**src/rtl/imm_pkg.sv**
```systemverilog
// Shared definitions for the immediate-generation pipeline: format selects
// and shift-amount field widths.
package imm_pkg;

  typedef enum logic [2:0] {
    SEL_I       = 3'b000,
    SEL_S       = 3'b001,
    SEL_B       = 3'b010,
    SEL_U       = 3'b011,
    SEL_J       = 3'b100,
    SEL_SHAMT   = 3'b101,
    SEL_ZIMM    = 3'b110,
    SEL_ILLEGAL = 3'b111
  } imm_sel_t;

  localparam int unsigned SHAMT_W32 = 5;
  localparam int unsigned SHAMT_W64 = 6;

endpackage

```
**src/rtl/imm_gen_pipe_if.sv**
```systemverilog
// Upstream offer and downstream result handshake of imm_gen_pipe.
// slave is the pipeline side, master the producer/consumer side.
interface imm_gen_pipe_if #(
  parameter int unsigned XLEN  = 32,
  parameter int unsigned TAG_W = 4
);
  logic             in_valid;
  logic             in_ready;
  logic [31:0]      in_instr;
  logic [2:0]       in_immsrc;
  logic [TAG_W-1:0] in_tag;
  logic             out_valid;
  logic             out_ready;
  logic [XLEN-1:0]  out_imm;
  logic [TAG_W-1:0] out_tag;
  logic             out_err;

  modport master (
    output in_valid, in_instr, in_immsrc, in_tag, out_ready,
    input  in_ready, out_valid, out_imm, out_tag, out_err
  );

  modport slave (
    input  in_valid, in_instr, in_immsrc, in_tag, out_ready,
    output in_ready, out_valid, out_imm, out_tag, out_err
  );
endinterface

```
**src/rtl/imm_stage.sv**
```systemverilog
// One valid/ready register slice with synchronous flush; loads whenever it
// is empty or its content is being taken downstream.
module imm_stage #(
  parameter int unsigned W = 8
) (
  input  logic         clk,
  input  logic         rst_n,
  input  logic         i_flush,
  input  logic         i_valid,
  output logic         o_load,
  input  logic [W-1:0] i_data,
  output logic         o_valid,
  output logic [W-1:0] o_data,
  input  logic         i_ds_ready
);
  logic         r_valid;
  logic [W-1:0] r_data;
  logic         w_load;

  assign w_load = !r_valid || i_ds_ready;

  always_ff @(posedge clk or negedge rst_n) begin
    if (!rst_n) begin
      r_valid <= 1'b0;
      r_data  <= '0;
    end else if (i_flush) begin
      r_valid <= 1'b0;
    end else if (w_load) begin
      r_valid <= i_valid;
      if (i_valid) r_data <= i_data;
    end
  end

  assign o_load  = w_load;
  assign o_valid = r_valid;
  assign o_data  = r_data;
endmodule

```
**src/rtl/imm_gen_pipe.sv**
```systemverilog
// Two-stage RISC-V immediate generator: S1 holds the assembled 32-bit field
// plus sign/error flags, S2 holds the XLEN-extended result.
module imm_gen_pipe #(
  parameter int unsigned XLEN  = 32,
  parameter int unsigned TAG_W = 4
) (
  input  logic          clk,
  input  logic          rst_n,
  input  logic          flush,
  imm_gen_pipe_if.slave bus
);
  import imm_pkg::*;

  localparam int unsigned SHAMT_W = (XLEN == 64) ? SHAMT_W64 : SHAMT_W32;
  localparam int unsigned S1_W    = 32 + 2 + TAG_W;
  localparam int unsigned S2_W    = XLEN + 1 + TAG_W;

  logic [31:0]      w_ins;
  logic [6:0]       w_unused_opcode;
  logic [31:0]      w_field;
  logic             w_sext;
  logic             w_err;
  logic             w_s1_load, w_s1_valid, w_s2_load;
  logic [S1_W-1:0]  w_s1_data;
  logic [31:0]      w_s1_field;
  logic             w_s1_sext, w_s1_err;
  logic [TAG_W-1:0] w_s1_tag;
  logic [XLEN-1:0]  w_ext;
  logic [S2_W-1:0]  w_s2_data;

  assign w_ins           = bus.in_instr;
  assign w_unused_opcode = w_ins[6:0];

  always_comb begin
    w_field = '0;
    w_sext  = 1'b0;
    w_err   = 1'b0;
    case (imm_sel_t'(bus.in_immsrc))
      SEL_I:     begin w_field = {{20{w_ins[31]}}, w_ins[31:20]}; w_sext = 1'b1; end
      SEL_S:     begin w_field = {{20{w_ins[31]}}, w_ins[31:25], w_ins[11:7]}; w_sext = 1'b1; end
      SEL_B:     begin
        w_field = {{19{w_ins[31]}}, w_ins[31], w_ins[7], w_ins[30:25], w_ins[11:8], 1'b0};
        w_sext  = 1'b1;
      end
      SEL_U:     begin w_field = {w_ins[31:12], 12'b0}; w_sext = 1'b1; end
      SEL_J:     begin
        w_field = {{11{w_ins[31]}}, w_ins[31], w_ins[19:12], w_ins[20], w_ins[30:21], 1'b0};
        w_sext  = 1'b1;
      end
      SEL_SHAMT: w_field = 32'(w_ins[20 +: SHAMT_W]);
      SEL_ZIMM:  w_field = {27'b0, w_ins[19:15]};
      default:   w_err = 1'b1;
    endcase
  end

  imm_stage #(.W(S1_W)) u_s1 (
    .clk        (clk),
    .rst_n      (rst_n),
    .i_flush    (flush),
    .i_valid    (bus.in_valid),
    .o_load     (w_s1_load),
    .i_data     ({w_field, w_sext, w_err, bus.in_tag}),
    .o_valid    (w_s1_valid),
    .o_data     (w_s1_data),
    .i_ds_ready (w_s2_load)
  );

  assign {w_s1_field, w_s1_sext, w_s1_err, w_s1_tag} = w_s1_data;

  // The sign flag only matters when the field must be widened beyond 32 bits.
  generate
    if (XLEN == 64) begin : g_x64
      assign w_ext = {{32{w_s1_sext & w_s1_field[31]}}, w_s1_field};
    end else if (XLEN == 32) begin : g_x32
      logic w_unused_sext;
      assign w_unused_sext = w_s1_sext;
      assign w_ext         = w_s1_field;
    end else begin : g_bad_xlen
      $error("imm_gen_pipe: XLEN must be 32 or 64");
    end
  endgenerate

  imm_stage #(.W(S2_W)) u_s2 (
    .clk        (clk),
    .rst_n      (rst_n),
    .i_flush    (flush),
    .i_valid    (w_s1_valid),
    .o_load     (w_s2_load),
    .i_data     ({w_ext, w_s1_err, w_s1_tag}),
    .o_valid    (bus.out_valid),
    .o_data     (w_s2_data),
    .i_ds_ready (bus.out_ready)
  );

  assign {bus.out_imm, bus.out_err, bus.out_tag} = w_s2_data;

  assign bus.in_ready = rst_n & (flush | w_s1_load);
endmodule

```
**src/flat_wrapper.sv**
```systemverilog
// flat-port wrapper written by rule: the top's interface ports become plain ports
module imm_gen_pipe_flat import imm_pkg::*;
#(
  parameter int unsigned XLEN  = 32,
  parameter int unsigned TAG_W = 4
)
  (clk, rst_n, flush, bus_in_valid, bus_in_instr, bus_in_immsrc, bus_in_tag, bus_out_ready, bus_in_ready, bus_out_valid, bus_out_imm, bus_out_tag, bus_out_err);
  imm_gen_pipe_if #(.XLEN(XLEN), .TAG_W(TAG_W)) bus_i ();
  input  logic clk;
  input  logic rst_n;
  input  logic flush;
  input wire logic [$bits(bus_i.in_valid)-1:0] bus_in_valid;
  input wire logic [$bits(bus_i.in_instr)-1:0] bus_in_instr;
  input wire logic [$bits(bus_i.in_immsrc)-1:0] bus_in_immsrc;
  input wire logic [$bits(bus_i.in_tag)-1:0] bus_in_tag;
  input wire logic [$bits(bus_i.out_ready)-1:0] bus_out_ready;
  output wire logic [$bits(bus_i.in_ready)-1:0] bus_in_ready;
  output wire logic [$bits(bus_i.out_valid)-1:0] bus_out_valid;
  output wire logic [$bits(bus_i.out_imm)-1:0] bus_out_imm;
  output wire logic [$bits(bus_i.out_tag)-1:0] bus_out_tag;
  output wire logic [$bits(bus_i.out_err)-1:0] bus_out_err;
  assign bus_i.in_valid = bus_in_valid;
  assign bus_i.in_instr = bus_in_instr;
  assign bus_i.in_immsrc = bus_in_immsrc;
  assign bus_i.in_tag = bus_in_tag;
  assign bus_i.out_ready = bus_out_ready;
  assign bus_in_ready = bus_i.in_ready;
  assign bus_out_valid = bus_i.out_valid;
  assign bus_out_imm = bus_i.out_imm;
  assign bus_out_tag = bus_i.out_tag;
  assign bus_out_err = bus_i.out_err;
  imm_gen_pipe #(.XLEN(XLEN), .TAG_W(TAG_W)) u_core (.clk(clk), .rst_n(rst_n), .flush(flush), .bus(bus_i));
endmodule
```
**config.mk**
```make
export PLATFORM = sky130hd
export DESIGN_NAME = imm_gen_pipe_flat
export DESIGN_NICKNAME = d
export VERILOG_FILES = /design/src/rtl/imm_pkg.sv /design/src/rtl/imm_gen_pipe_if.sv /design/src/rtl/imm_stage.sv /design/src/rtl/imm_gen_pipe.sv /design/src/flat_wrapper.sv
export SDC_FILE = /design/constraint.sdc
export NUM_CORES = 1
export LEC_CHECK = 0
export ABC_AREA = 0
export BUFFER_PORTS_ARGS = -buffer_cell sky130_fd_sc_hd__clkbuf_2
export CAP_MARGIN = 5
export CORE_MARGIN = 5
export CORE_UTILIZATION = 52
export CTS_BUF_LIST = sky130_fd_sc_hd__clkbuf_16
export CTS_CLUSTER_SIZE = 14
export DETAILED_ROUTE_END_ITERATION = 12
export PLACE_DENSITY = 0.78
export SLEW_MARGIN = 30
export SYNTH_ARGS = -nofsm -noshare
export SYNTH_HDL_FRONTEND = slang
export SYNTH_SLANG_ARGS = --single-unit
```
**constraint.sdc**
```tcl
create_clock -name clk -period 1.85 [get_ports clk]
set_input_delay 0.0925 -clock clk [delete_from_list [all_inputs] [get_ports clk]]
set_output_delay 0.0925 -clock clk [all_outputs]
set_load 0.02 [all_outputs]
```
==> flow_summary.ini <==
[place]
dp_hpwl_um = 5228
place.gp.congestion = 0.8567
dp_cells = 399
place_ws_ns = 0.1738
portBuffers = 75

[floorplanning]
start_util = 0.5296
die_area_um2 = 8598
num_rows = 30
ios = 83
fp.dieH_um = 92.73
die_x_um = 92.73
fp.coreArea_um2 = 6719

[critical_path]
reg2reg_from = u_core.u_s1.o_valid
critical_path.max_fanout = 11
crit_required_ns = 2.12
rr_worst_depth = 3
cp.arrival_ns = 1.96
r2r_slack_ns = 0.16
path_class = flip-flop to flip-flop
r2r_end = u_core.u_s1.o_data[35]
worstSetupEndpointType = flip-flop
start_kind = flip-flop

[final_layout]
register_area_um2 = 1902
drive_above_1_share = 0.4474
layoutNonFillerInstCount = 422
multi_input_area_um2 = 1501
antenna_cells = 0
fill_cells = 529
post-route-util = 0.6430
syn_to_final_growth_pct = 21.41
nNetsFinal = 381

[detailed_routing]
drc_errors = 0
wl_met2_um = 3499
wire_per_inst_um = 17.77
vias = 2407
viasPerCell = 5.704
drt-met1-wl_um = 3306
final_antenna_net_count = 0
wl_met3_um = 542
drt_iter0_drc = 118
first_pass_iters = 4
totalWireLength_um = 7500
highest_layer = met4

[hold_path]
hold_end = u_core.u_s1.o_data[18]
min_path_cells = 3
hold_class = input pin to flip-flop
hp-start = bus_in_instr[12]

[cts]
cts_setup_buffers = 0
cts_root_buffer = clkbuf_16
clkSinkCount = 76
htreeDepth = 3
clk_latency_ns = 0.34
tritoncts = done
clk_pin_slew_ns = 0.06
clockBufferDepth = 2
cts_made_buffers = 9

[global_routing]
grt_first_pass_wirelength_um = 12500
grt_max_degree = 77
gr-usage-all-layers = 0.1877
globalRouteOverflowTotal = 0
grt_pass1_vias = 2508
antenna_found_initial = 0

[sta]
rsz0062_at_grt = false
finalSetupTns_ns = 0
final-setup-viol-count = 0
setup_ws_ns = 0.1598
min_period_over_period = 0.9136
maxSlewViolCount = 0
fmax_mhz = 591.6
layout_min_cycle_time_ns = 1.690
hold_violations = 0
slew_headroom = 0.5503
finClkSkew_ns = 0.005228
hold_ws_ns = 0.008294
worstMarginPinSlew_ns = 0.6709

[power]
power_density_nw_per_um2 = 1189
ir_drop_v = 0.0006360
leakagePower_uw = 0.002126

[logic_synthesis]
synth_cell_types = 44
synth_seq_cells = 76
syn-num-nets = 300
synth_warnings = 0
syn_area_um2 = 3558
postSynthAreaPerCell_um2 = 13.90
ys_seq_area_frac = 0.5345
synthCells = 256

[run]
maxCapViolations = 0

[outcome]
outcome = finished, final reports clean
worst max path at each step:
stage | to | slack, ns | start | cells after the start
after floorplan | u_core.u_s2.o_data[0] | 0.35 | u_core.u_s2.o_valid | 5
after global placement | u_core.u_s1.o_data[31] | 0.21 | u_core.u_s1.o_valid | 3
after detailed placement | u_core.u_s1.o_data[33] | 0.17 | u_core.u_s1.o_valid | 3
after CTS | u_core.u_s1.o_data[35] | 0.17 | u_core.u_s1.o_valid | 3
after global routing | u_core.u_s1.o_data[35] | 0.05 | u_core.u_s1.o_valid | 3
final | u_core.u_s1.o_data[35] | 0.16 | u_core.u_s1.o_valid | 3
cells by family (layout without fill, tap and decap cells):
| group | count (synthesis) | count (layout) | synth area share |
|---|---|---|---|
| compound gates | 71 | 71 | 0.1586 |
| fa+ha+maj | 1 | 1 | 0.003164 |
| buf+inv | 19 | 105 | 0.04430 |
| flops | 76 | 76 | 0.5345 |
| mux | 47 | 47 | 0.1790 |
| simple gates | 42 | 42 | 0.08053 |
layer usage:
metal  track usage  up-vias
li1              -     1118
met1        0.2471     1191
met2        0.2894       85
met3       0.05280       13
met4       0.08303        0
met5             0        -
final cells by class:
cell class	instances	share of cell area
timing repair buffer	87	0.1182
sequential	76	0.4402
clock buffer	9	0.05213
tap	80	0.02317
inverter	2	0.001738
clock inverter	7	0.01709
multi-input combinational	161	0.3475
worst max-delay path: stages (launching register included):
cell and delay [ns]:
dfrtp_1 0.40, and3b_1 0.35, nor3_2 0.64, a22o_1 0.23
repair_timing:
item | CTS | global route
hold endpoints to repair | 83 | 0
gates resized for setup | 0 | 0
hold buffers | 7 | 0
registers in the layout, summed over array words and instances (netlist names):
| register | flops |
|---|---|
| u_core.u_s1.o_valid | 1 |
| u_core.u_s2.o_valid | 1 |
| u_core.u_s2.o_data | 37 |
| u_core.u_s1.o_data | 37 |
through the flow:
stage	power, uW	instance area (um^2)
6_report	5136	4320
3_5_place_dp	3415	3951
4_1_cts	5181	4320
3_3_place_gp	3380	3951
5_1_grt	5375	4320
2_1_floorplan	2999	3558
cells in the mapped netlist (all sizes together):
library cell  count  area, um^2
dfrtp            76        1902
mux2             43       596.8
o21ai            24       120.1
a22o             17       148.9
buf              14       138.9
nand3            11       55.05
nor2              9       50.05
a2bb2oi           8       101.4
a21oi             5       25.02
a31oi             5       56.31
nor2b             5       31.28
a211o             4       35.03
a32oi             4       35.03
mux2i             4       40.04
and3b             3       26.28
clkbuf            3       11.26
nand2             3       13.77
a211oi            2       27.53
inv               2       7.510
nand2b            2       20.02
nor3              2       26.28
a21boi            1       7.510
and2b             1       10.01
and3              1       6.260
and4b             1       10.01
maj3              1       11.26
nand3b            1       7.510
nand4b            1       8.760
nor3b             1       12.51
nor4b             1       8.760
o21bai            1       7.510
where the power goes:
part	switching [uW]	leakage [uW]	total, uW	internal (uW)
Sequential	189	0.000943	2180	1990
Clock	698	0.000146	1750	1050
Combinational	624	0.00104	1210	586
cells in the final DEF, fill, tap and decap left out, types with 2 or more instances in the layout:
cell           count
buf_12             2
nor2b_1            5
a2bb2oi_2          5
mux2i_1            4
buf_4              4
clkinv_2           2
o21ai_1            4
dfrtp_1           76
clkbuf_2          74
mux2_4            30
inv_6              2
a21oi_1            5
a2bb2oi_1          3
a31oi_2            4
and3b_1            3
a32oi_1            4
o21ai_0           20
a211o_1            4
nand2_1            2
dlygate4sd3_1      7
nand3_1           11
mux2_2             8
a22o_1            17
nor2_1             8
mux2_1             5
inv_1              2
clkbuf_16          9
No activity file was read; power rests on OpenSTA's default activity.
